===== config.mk =====
export PLATFORM = sky130hd
export DESIGN_NAME = fault_campaign_seq_flat
export DESIGN_NICKNAME = d
export VERILOG_FILES = /design/src/rtl/fault_campaign_seq_pkg.sv /design/src/rtl/fault_campaign_seq_if.sv /design/src/rtl/cfi_golden_seq.sv /design/src/rtl/fault_campaign_seq.sv /design/src/flat_wrapper.sv
export SDC_FILE = /design/constraint.sdc
export NUM_CORES = 1
export LEC_CHECK = 0
export BUFFER_PORTS_ARGS = -buffer_cell sky130_fd_sc_hd__buf_2
export CORE_ASPECT_RATIO = 1.25
export CORE_MARGIN = 4
export CORE_UTILIZATION = 45
export DETAILED_ROUTE_END_ITERATION = 8
export HOLD_SLACK_MARGIN = 0.03
export MAX_ROUTING_LAYER = met4
export PLACE_DENSITY = 0.66
export SYNTH_ARGS = -nofsm -noshare
export SYNTH_HDL_FRONTEND = slang
export SYNTH_SLANG_ARGS = --single-unit

===== constraint.sdc =====
create_clock -name clk -period 2.6 [get_ports clk]
set_clock_uncertainty 0.15 [all_clocks]
set_input_delay 0.39 -clock clk [delete_from_list [all_inputs] [get_ports clk]]
set_output_delay 0.39 -clock clk [all_outputs]
set_load 0.01 [all_outputs]

===== src/rtl/fault_campaign_seq_pkg.sv =====
// Shared types and constants for the fault-injection campaign sequencer.
// Covers the fault-type encoding that the injector sees, the campaign FSM states and the sweep sizes.
package fault_campaign_seq_pkg;

  localparam int N_LOC      = 8;
  localparam int N_FTYPE    = 3;
  localparam int N_INJ      = N_LOC * N_FTYPE;
  localparam int MUL_CYCLES = 4;
  localparam int MOD_CYCLES = 8;

  typedef enum logic [1:0] {
    FT_NONE = 2'b00,
    FT_SA0  = 2'b01,
    FT_SA1  = 2'b10,
    FT_FLIP = 2'b11
  } fault_type_e;

  typedef enum logic [2:0] {
    IDLE,
    MUL,
    MOD,
    INJ,
    CMP,
    DONE
  } camp_state_e;

  // Bits [4:3] of the sweep index count completed location sweeps (0..2).
  // Adding 1 to that count gives the fault type for the current sweep.
  function automatic fault_type_e ftype_of(logic [4:0] idx);
    return fault_type_e'(idx[4:3] + 2'd1);
  endfunction

endpackage


===== src/rtl/fault_campaign_seq_if.sv =====
// Bundle of control, injector-drive and result signals around the campaign sequencer.
// The master modport belongs to the test/control side, which also hosts the injector; slave is the sequencer.
interface fault_campaign_seq_if;
  import fault_campaign_seq_pkg::*;

  logic        start;
  logic [3:0]  b_in;
  logic [7:0]  a_in;
  logic [3:0]  inj_b;
  logic [7:0]  inj_a;
  logic [2:0]  inj_loc;
  fault_type_e inj_type;
  logic [7:0]  inj_y;
  logic        busy;
  logic        done;
  logic        err_div0;
  logic [7:0]  golden_y;
  logic [4:0]  det_cnt;
  logic [4:0]  mask_cnt;
  logic [7:0]  det_map;

  modport master (
    output start, b_in, a_in, inj_y,
    input  inj_b, inj_a, inj_loc, inj_type, busy, done, err_div0,
           golden_y, det_cnt, mask_cnt, det_map
  );

  modport slave (
    input  start, b_in, a_in, inj_y,
    output inj_b, inj_a, inj_loc, inj_type, busy, done, err_div0,
           golden_y, det_cnt, mask_cnt, det_map
  );

endinterface


===== src/rtl/cfi_golden_seq.sv =====
// Sequential fault-free reference: 4-cycle shift-add multiply of b*b, then an 8-cycle restoring modulo by a.
// done is high during the final step; rem carries the remainder produced by that step.
module cfi_golden_seq
  import fault_campaign_seq_pkg::*;
(
  input  logic       clk,
  input  logic       reset,
  input  logic       go,
  input  logic [3:0] b,
  input  logic [7:0] a,
  output logic       done,
  output logic [7:0] rem
);

  logic       active;
  logic [3:0] step;
  logic [7:0] acc;     // product during multiply, dividend shifter during modulo
  logic [7:0] mcand;
  logic [3:0] mplier;
  logic [7:0] r;
  logic [7:0] div;

  logic [8:0] r_shift;
  logic [8:0] r_sub;
  logic [7:0] r_next;

  always_comb begin
    r_shift = {r, acc[7]};
    r_sub   = r_shift - {1'b0, div};
    r_next  = (r_shift >= {1'b0, div}) ? r_sub[7:0] : r_shift[7:0];
  end

  assign done = active && (step == 4'(MUL_CYCLES + MOD_CYCLES - 1));
  assign rem  = r_next;

  // NOTE: registers use non-blocking assignments so every term on the right sees pre-edge values.
  always_ff @(posedge clk) begin
    if (!reset) begin
      active <= 1'b0;
      step   <= '0;
      acc    <= '0;
      mcand  <= '0;
      mplier <= '0;
      r      <= '0;
      div    <= '0;
    end else if (go) begin
      active <= 1'b1;
      step   <= '0;
      acc    <= '0;
      mcand  <= {4'b0, b};
      mplier <= b;
      r      <= '0;
      div    <= a;
    end else if (active) begin
      step <= step + 4'd1;
      if (step < 4'(MUL_CYCLES)) begin
        acc    <= acc + (mplier[0] ? mcand : 8'd0);
        mcand  <= {mcand[6:0], 1'b0};
        mplier <= {1'b0, mplier[3:1]};
      end else begin
        r   <= r_next;
        acc <= {acc[6:0], 1'b0};
      end
      if (done) active <= 1'b0;
    end
  end

endmodule


===== src/rtl/fault_campaign_seq.sv =====
// Campaign sequencer: captures operands, obtains the golden Y, sweeps 24 fault injections through
// the combinational injector and tallies detected versus masked faults.
module fault_campaign_seq
  import fault_campaign_seq_pkg::*;
#(
  parameter int SETTLE = 1
) (
  input  logic                  clk,
  input  logic                  reset,
  fault_campaign_seq_if.slave   bus
);

  localparam int CNT_MAX = (SETTLE > MUL_CYCLES) ? SETTLE : MUL_CYCLES;
  localparam int CW      = $clog2(CNT_MAX) + 1;

  camp_state_e   state, state_next;
  logic [3:0]    b_q;
  logic [7:0]    a_q;
  logic [4:0]    idx;
  logic [CW-1:0] cnt;
  logic [7:0]    golden_y;
  logic [4:0]    det_cnt;
  logic [4:0]    mask_cnt;
  logic [7:0]    det_map;
  logic          err_div0;

  logic          accept;
  logic          g_go;
  logic          g_done;
  logic [7:0]    g_rem;

  assign accept = (state == IDLE) && bus.start;
  assign g_go   = accept && (bus.a_in != 8'd0);

  cfi_golden_seq u_golden (
    .clk   (clk),
    .reset (reset),
    .go    (g_go),
    .b     (bus.b_in),
    .a     (bus.a_in),
    .done  (g_done),
    .rem   (g_rem)
  );

  // NOTE: every signal driven here gets a default first, so no path through the case infers a latch.
  always_comb begin
    state_next   = state;
    bus.busy     = (state != IDLE);
    bus.done     = (state == DONE);
    bus.inj_loc  = 3'd0;
    bus.inj_type = FT_NONE;
    case (state)
      IDLE: if (bus.start) state_next = (bus.a_in == 8'd0) ? DONE : MUL;
      MUL:  if (cnt == CW'(MUL_CYCLES - 1)) state_next = MOD;
      MOD:  if (g_done) state_next = INJ;
      INJ: begin
        bus.inj_loc  = idx[2:0];
        bus.inj_type = ftype_of(idx);
        if (cnt == CW'(SETTLE - 1)) state_next = CMP;
      end
      CMP: begin
        bus.inj_loc  = idx[2:0];
        bus.inj_type = ftype_of(idx);
        state_next   = (idx == 5'(N_INJ - 1)) ? DONE : INJ;
      end
      DONE:    state_next = IDLE;
      default: state_next = IDLE;
    endcase
  end

  always_ff @(posedge clk) begin
    if (!reset) begin
      state    <= IDLE;
      b_q      <= '0;
      a_q      <= '0;
      idx      <= '0;
      cnt      <= '0;
      golden_y <= '0;
      det_cnt  <= '0;
      mask_cnt <= '0;
      det_map  <= '0;
      err_div0 <= 1'b0;
    end else begin
      state <= state_next;
      case (state)
        IDLE: if (accept) begin
          b_q      <= bus.b_in;
          a_q      <= bus.a_in;
          idx      <= '0;
          cnt      <= '0;
          golden_y <= '0;
          det_cnt  <= '0;
          mask_cnt <= '0;
          det_map  <= '0;
          err_div0 <= (bus.a_in == 8'd0);
        end
        MUL: cnt <= (state_next == MOD) ? '0 : cnt + CW'(1);
        MOD: begin
          cnt <= '0;
          if (g_done) golden_y <= g_rem;
        end
        INJ: cnt <= cnt + CW'(1);
        CMP: begin
          cnt <= '0;
          idx <= idx + 5'd1;
          if (bus.inj_y != golden_y) begin
            det_cnt           <= det_cnt + 5'd1;
            det_map[idx[2:0]] <= 1'b1;
          end else begin
            mask_cnt <= mask_cnt + 5'd1;
          end
        end
        default: ;
      endcase
    end
  end

  assign bus.inj_b    = b_q;
  assign bus.inj_a    = a_q;
  assign bus.golden_y = golden_y;
  assign bus.det_cnt  = det_cnt;
  assign bus.mask_cnt = mask_cnt;
  assign bus.det_map  = det_map;
  assign bus.err_div0 = err_div0;

endmodule

===== src/flat_wrapper.sv =====
// flat-port wrapper written by rule: the top's interface ports become plain ports
module fault_campaign_seq_flat import fault_campaign_seq_pkg::*;
#(
  parameter int SETTLE = 1
)
  (clk, reset, bus_start, bus_b_in, bus_a_in, bus_inj_y, bus_inj_b, bus_inj_a, bus_inj_loc, bus_inj_type, bus_busy, bus_done, bus_err_div0, bus_golden_y, bus_det_cnt, bus_mask_cnt, bus_det_map);
  fault_campaign_seq_if bus_i ();
  input  logic clk;
  input  logic reset;
  input wire logic [$bits(bus_i.start)-1:0] bus_start;
  input wire logic [$bits(bus_i.b_in)-1:0] bus_b_in;
  input wire logic [$bits(bus_i.a_in)-1:0] bus_a_in;
  input wire logic [$bits(bus_i.inj_y)-1:0] bus_inj_y;
  output wire logic [$bits(bus_i.inj_b)-1:0] bus_inj_b;
  output wire logic [$bits(bus_i.inj_a)-1:0] bus_inj_a;
  output wire logic [$bits(bus_i.inj_loc)-1:0] bus_inj_loc;
  output wire logic [$bits(bus_i.inj_type)-1:0] bus_inj_type;
  output wire logic [$bits(bus_i.busy)-1:0] bus_busy;
  output wire logic [$bits(bus_i.done)-1:0] bus_done;
  output wire logic [$bits(bus_i.err_div0)-1:0] bus_err_div0;
  output wire logic [$bits(bus_i.golden_y)-1:0] bus_golden_y;
  output wire logic [$bits(bus_i.det_cnt)-1:0] bus_det_cnt;
  output wire logic [$bits(bus_i.mask_cnt)-1:0] bus_mask_cnt;
  output wire logic [$bits(bus_i.det_map)-1:0] bus_det_map;
  assign bus_i.start = bus_start;
  assign bus_i.b_in = bus_b_in;
  assign bus_i.a_in = bus_a_in;
  assign bus_i.inj_y = bus_inj_y;
  assign bus_inj_b = bus_i.inj_b;
  assign bus_inj_a = bus_i.inj_a;
  assign bus_inj_loc = bus_i.inj_loc;
  assign bus_inj_type = bus_i.inj_type;
  assign bus_busy = bus_i.busy;
  assign bus_done = bus_i.done;
  assign bus_err_div0 = bus_i.err_div0;
  assign bus_golden_y = bus_i.golden_y;
  assign bus_det_cnt = bus_i.det_cnt;
  assign bus_mask_cnt = bus_i.mask_cnt;
  assign bus_det_map = bus_i.det_map;
  fault_campaign_seq #(.SETTLE(SETTLE)) u_core (.clk(clk), .reset(reset), .bus(bus_i));
endmodule

# --- Word-level counts from Yosys, hierarchy flattened ---
# Index checks and enable logic that the tools add are counted.
totals:
  regBits: 91
  word_cells: 110
op_classes:
  n_addsub: 8
  magnitude_cmp: 4
  n_eq_ne: 14
  mux: 37
  bitwise_logic: 3
  n_reduce_logical: 26
ops:
  columns: ["cell", "count"]
  rows:
  - ["$mux 8", 6]
  - ["$pmux 8 s2", 2]
  - ["$pmux 5 s2", 3]
  - ["$mux 3", 9]
  - ["$mux 4", 6]
  - ["$add 5x1->5 const B", 3]
  - ["$mux 5", 3]
  - ["$pmux 3 s5", 1]
  - ["$eq 3x2->1 const B", 4]
  - ["$pmux 3 s4", 1]
  - ["$reduce_and 2->1", 6]
  - ["$ge 9x8->1", 1]
  - ["$reduce_and 3->1", 3]
  - ["$add 8x8->8", 1]
  - ["$logic_not 8->1", 1]
  - ["$ne 8x8->1", 1]
  - ["$or 8x8->8", 1]
  - ["$reduce_bool 2->1", 4]
  - ["$reduce_bool 8->1", 1]
  - ["$sub 8x8->8", 1]
  - ["$eq 3x3->1 const B", 2]
  - ["$logic_not 3->1", 2]
  - ["$ne 2x1->1 const B", 3]
  - ["$reduce_or 2->1", 3]
  - ["other kinds (17)", 24]

# --- Longest topological paths before layout ---
depth:
  word_depth: 7
  depth_mapped: 10
  depth_no_buf: 10

# --- By module ---
# Synthesis repeated with hierarchy kept, for this count alone.
unflattened:
  cells_unflattened: 573
  hier_area_um2: 4773.3
modules_own_cells:
  columns: ["mod", "n_inst", "cells_each", "area_per_inst_um2", "seq_area_each_um2"]
  rows:
  - ["cfi_golden_seq", 1, 284, 2399.8, 820.8]
  - ["fault_campaign_seq", 1, 289, 2373.5, 1001.0]

# --- Least setup slack after synthesis ---
# OpenSTA, ideal clock, no wires.
synth_path:
  path_kind: "register to register"
  from: "register u_core.u_golden.div[2]"
  to: "register u_core.golden_y[0], in the netlist u_core.bus.golden_y[0]"
  arrival_ns: 1.935
  path_slack_ns: 0.441
  stages_incl_launch_ff: 9
  synth_period_minus_slack_ns: 2.159
  cell_sequence: "dfxtp_1 > inv_1 > ha_1 > or2_2 > o211ai_2 > a21boi_2 > a21oi_4 > mux2_2 > o21ai_0"
synth_via:
  elab_chain_len: 4
synth_lines:
  columns: ["element", "line_no", "source"]
  rows:
  - ["from (decl)", "cfi_golden_seq.sv:21", "logic [7:0] div;"]
  - ["from (signal assigned)", "cfi_golden_seq.sv:45", "div <= '0;"]
  - ["from (signal assigned)", "cfi_golden_seq.sv:53", "div <= a;"]
  - ["$ge 9x8->1", "cfi_golden_seq.sv:30", "r_next = (r_shift >= {1'b0, div}) ? r_sub[7:0] : r_shift[7:0];"]
  - ["$mux 8", "cfi_golden_seq.sv:30", null]
  - ["$mux 8", "fault_campaign_seq.sv:100", "if (g_done) golden_y <= g_rem;"]
  - ["$pmux 8 s2", "fault_campaign_seq.sv:85", "case (state)"]
  - ["to (signal assigned)", "fault_campaign_seq.sv:100", null]
  - ["to (decl)", "fault_campaign_seq.sv:21", "logic [7:0] golden_y;"]
# No other way between the ends. The select of a mux whose other input is x is not followed.
# A chain may end at the register's enable or synchronous reset.

# --- Worst setup path in the final report ---
# Same ends and word-level chain as after synthesis.

==> flow_summary.ini <==
[status]
status = finished clean

[place]
gp_congestion = 0.832
dpl.hpwl_um = 8060
dp.cells = 724
port_buffers = 68

[detailed_routing]
initialDrtViolationCount = 135
ant_nets = 0
routedWlPerCell_um = 14.0
vias = 3873
drc = 0
vias_per_cell = 5.24
drt-total-wl_um = 10300
drtPass1Iterations = 4

[synth]
synth-edff-count = 0
syn_area_um2 = 4500
synth_fp_nets = 582
synth.avg_cell_area_um2 = 8.41
synthFlopType = dfxtp_1
yosysSeqAreaShare = 0.405
synth_area_leaders = dfxtp_1 (40%), nand2_1 (7.6%), ha_1 (6.1%)
synth_area_leader_cell = dfxtp_1
synth.distinct_cells = 56
async_flop_share = 0
synth_seq_cells = 91
synth_top_area_share = 0.405
synthCells = 535
synth_warnings = 0

[clock_tree]
cts_buffer_depth = 2
ctsHoldBuffers = 0
clk_latency_ps = 330
cts_tree = built
cts_root_buf = clkbuf_16
cts.clk_slew.worst_paths_ps = 60
clock-sinks = 91
numCtsBuffers = 9
cts_resized = 0
htreeDepth = 3
post_cts.repair.setup_buffers = 0

[timing]
relSlewSlack = 0.618
max_freq_mhz = 431
fin_tns_setup_ps = 0
max_slew.worst_pin.slew_ps = 570
min_period_ps = 2320
rsz0062_at_grt = no
fin_crit_sh = 0.893
slew_violations = 0
report.final.setup_viol = 0
finalHoldViolations = 0

[setup_path]
regToRegStartpoint = u_core.u_golden.div[2]
path_max_fanout = 7
slowest_delay_ps = 390
crit_start = u_core.u_golden.div[2]
required_ps = 2710
worst-endpoint-arrival_ps = 2430
critical_path_class = reg -> reg
end_kind = flop
crit_buf_inv = 1
start_kind = flop
path_cells = inv_1 -> ha_1 -> or2_2 -> o211ai_2 -> a21boi_2 -> a21oi_4 -> mux2_2 -> o21ai_0
crit_family = compound AO/OA/AOI/OAI gates
cpMaxStageDelayCell = mux2_2

[die]
coreArea_um2 = 9710
rows = 40
fp.dieArea_um2 = 11700
pin_count = 69
die_w_um = 97.5
die_y_um = 120
start_util = 0.464

[layout]
antennaDiodeCount = 0
layout.cells.non_filler = 739
syn_to_final_growth_pct = 17.5
multi_input_area_um2 = 2530
fillers = 927
seq_area_um2 = 1820
drive_gt1_frac = 0.181
layout.nets = 656

[power_and_ir_drop]
p_leak_nw = 2.26
power_w = 0.00304
ir_worst_vdd_v = 0.000334
power_density_nw_per_um2 = 575

[grt]
grt_use_total = 0.185
grt_max_degree = 20
globalRoute.totalOverflow = 0
grt_antenna_before_repair = 0
grt_pass1_wl_um = 17500
grt_pass1_vias = 3757

[min_path]
holdCritStartpoint = bus_b_in[1]
min-delay-path-class = in -> reg

[flow_run]
cap_violations = 0
registers in the layout, indices dropped and copies added, names as in the netlist, 4 cells and up:
| name | count |
|---|---|
| u_core.bus.det_cnt | 5 |
| u_core.bus.det_map | 8 |
| u_core.bus.golden_y | 8 |
| u_core.bus.inj_a | 8 |
| u_core.bus.inj_b | 4 |
| u_core.bus.mask_cnt | 5 |
| u_core.idx | 5 |
| u_core.u_golden.acc | 8 |
| u_core.u_golden.div | 8 |
| u_core.u_golden.mcand | 8 |
| u_core.u_golden.mplier | 4 |
| u_core.u_golden.r | 8 |
| u_core.u_golden.step | 4 |
cell families (layout without fill, tap and decap cells):
family	count (synthesis)	in the layout	share of synthesized area
adder cells (fa/ha/maj)	24	24	0.0700
AND/OR/NAND/NOR	221	221	0.231
XOR/XNOR	26	26	0.0506
flip-flops	91	91	0.405
multiplexers	16	16	0.0359
buffers and inverters	38	116	0.0342
AO/OA/AOI/OAI	119	119	0.174
path summary, 6_finish.rpt:
kind                                 end  slack, ps  cells past startpoint
setup / recovery  u_core.bus.golden_y[0]        280                      8
hold / removal       u_core.bus.inj_b[1]        180                      3
setup reg to reg  u_core.bus.golden_y[0]        280                      8
hold reg to reg   u_core.u_golden.div[6]        310                      2
Yosys cell counts, types with 2 or more instances:
cell and n:
nand2_1 91, or3_1 3, xor2_1 12, mux2i_1 15
fa_1 2, o211a_1 2, xnor2_1 14, nor3_1 7
nand4_1 10, ha_1 22, nor2_1 47, clkbuf_1 12
a21oi_1 30, a31oi_1 8, nor3b_1 2, dfxtp_1 91
and2_1 13, o21ai_0 30, or2_2 3, nand3_1 11
nor2b_1 18, nand3b_1 2, a22oi_1 2, nor2_2 2
a211oi_1 2, o2bb2ai_1 4, nand2b_1 2, nor4_1 2
inv_1 19, buf_2 6, a21boi_0 26
layout make-up:
| cell class | count | area share |
|---|---|---|
| multi-input cells | 406 | 0.477 |
| flip-flops and latches | 91 | 0.344 |
| repair buffers | 82 | 0.0842 |
| clock buffers | 11 | 0.0459 |
| well taps | 126 | 0.0298 |
| inverters | 19 | 0.0135 |
| clock inverters | 4 | 0.00497 |
metrics by stage:
stage | hold WS [ps] | setup WS, ps | util | instance area [um^2]
floorplan | 287 | 441 | - | 4500
global route | 180 | 131 | 0.545 | 5290
detailed placement | 307 | 298 | 0.517 | 5020
finish | 176 | 279 | 0.545 | 5290
CTS | 169 | 275 | 0.545 | 5290
global placement | 291 | 307 | 0.517 | 5020
layout by cell type (no fill, tap or decap), drive strengths merged, types with 2 or more instances in the layout:
master   instances
mux2i           15
or2              3
clkbuf          11
a21boi          27
a31oi            8
a22oi            2
nand4           10
nor2            49
nor4             2
or4              2
xor2            12
nand2           92
nand3b           2
clkinv           2
and2            14
nor2b           18
dfxtp           91
a21oi           31
o211ai           2
nand3           11
inv             20
xnor2           14
nor3             8
nand2b           2
o21ai           31
nor3b            2
or3              3
a211oi           2
ha              22
o211a            2
buf             82
fa               2
o2bb2ai          4
power breakdown:
group | internal, W | switching (W) | total (W) | leakage, nW
registers | 0.00144 | 0.0000314 | 0.00147 | 0.739
logic | 0.000163 | 0.000223 | 0.000386 | 1.39
clock network | 0.000668 | 0.000518 | 0.00119 | 0.132
total | 0.00227 | 0.000772 | 0.00304 | 2.26
routing by layer:
layer | track usage | wire length, um
met2 | 0.326 | 5260
met1 | 0.210 | 4490
met3 | 0.0401 | 413
met5 | - | 0
met4 | 0.0545 | 154
worst register-to-register path: stages, from the launching register on:
cell	delay, ps
dfxtp_1	330
inv_1	50
ha_1	320
or2_2	330
o211ai_2	100
a21boi_2	120
a21oi_4	330
mux2_2	390
o21ai_0	130
No activity file was read; power rests on OpenSTA's default activity.
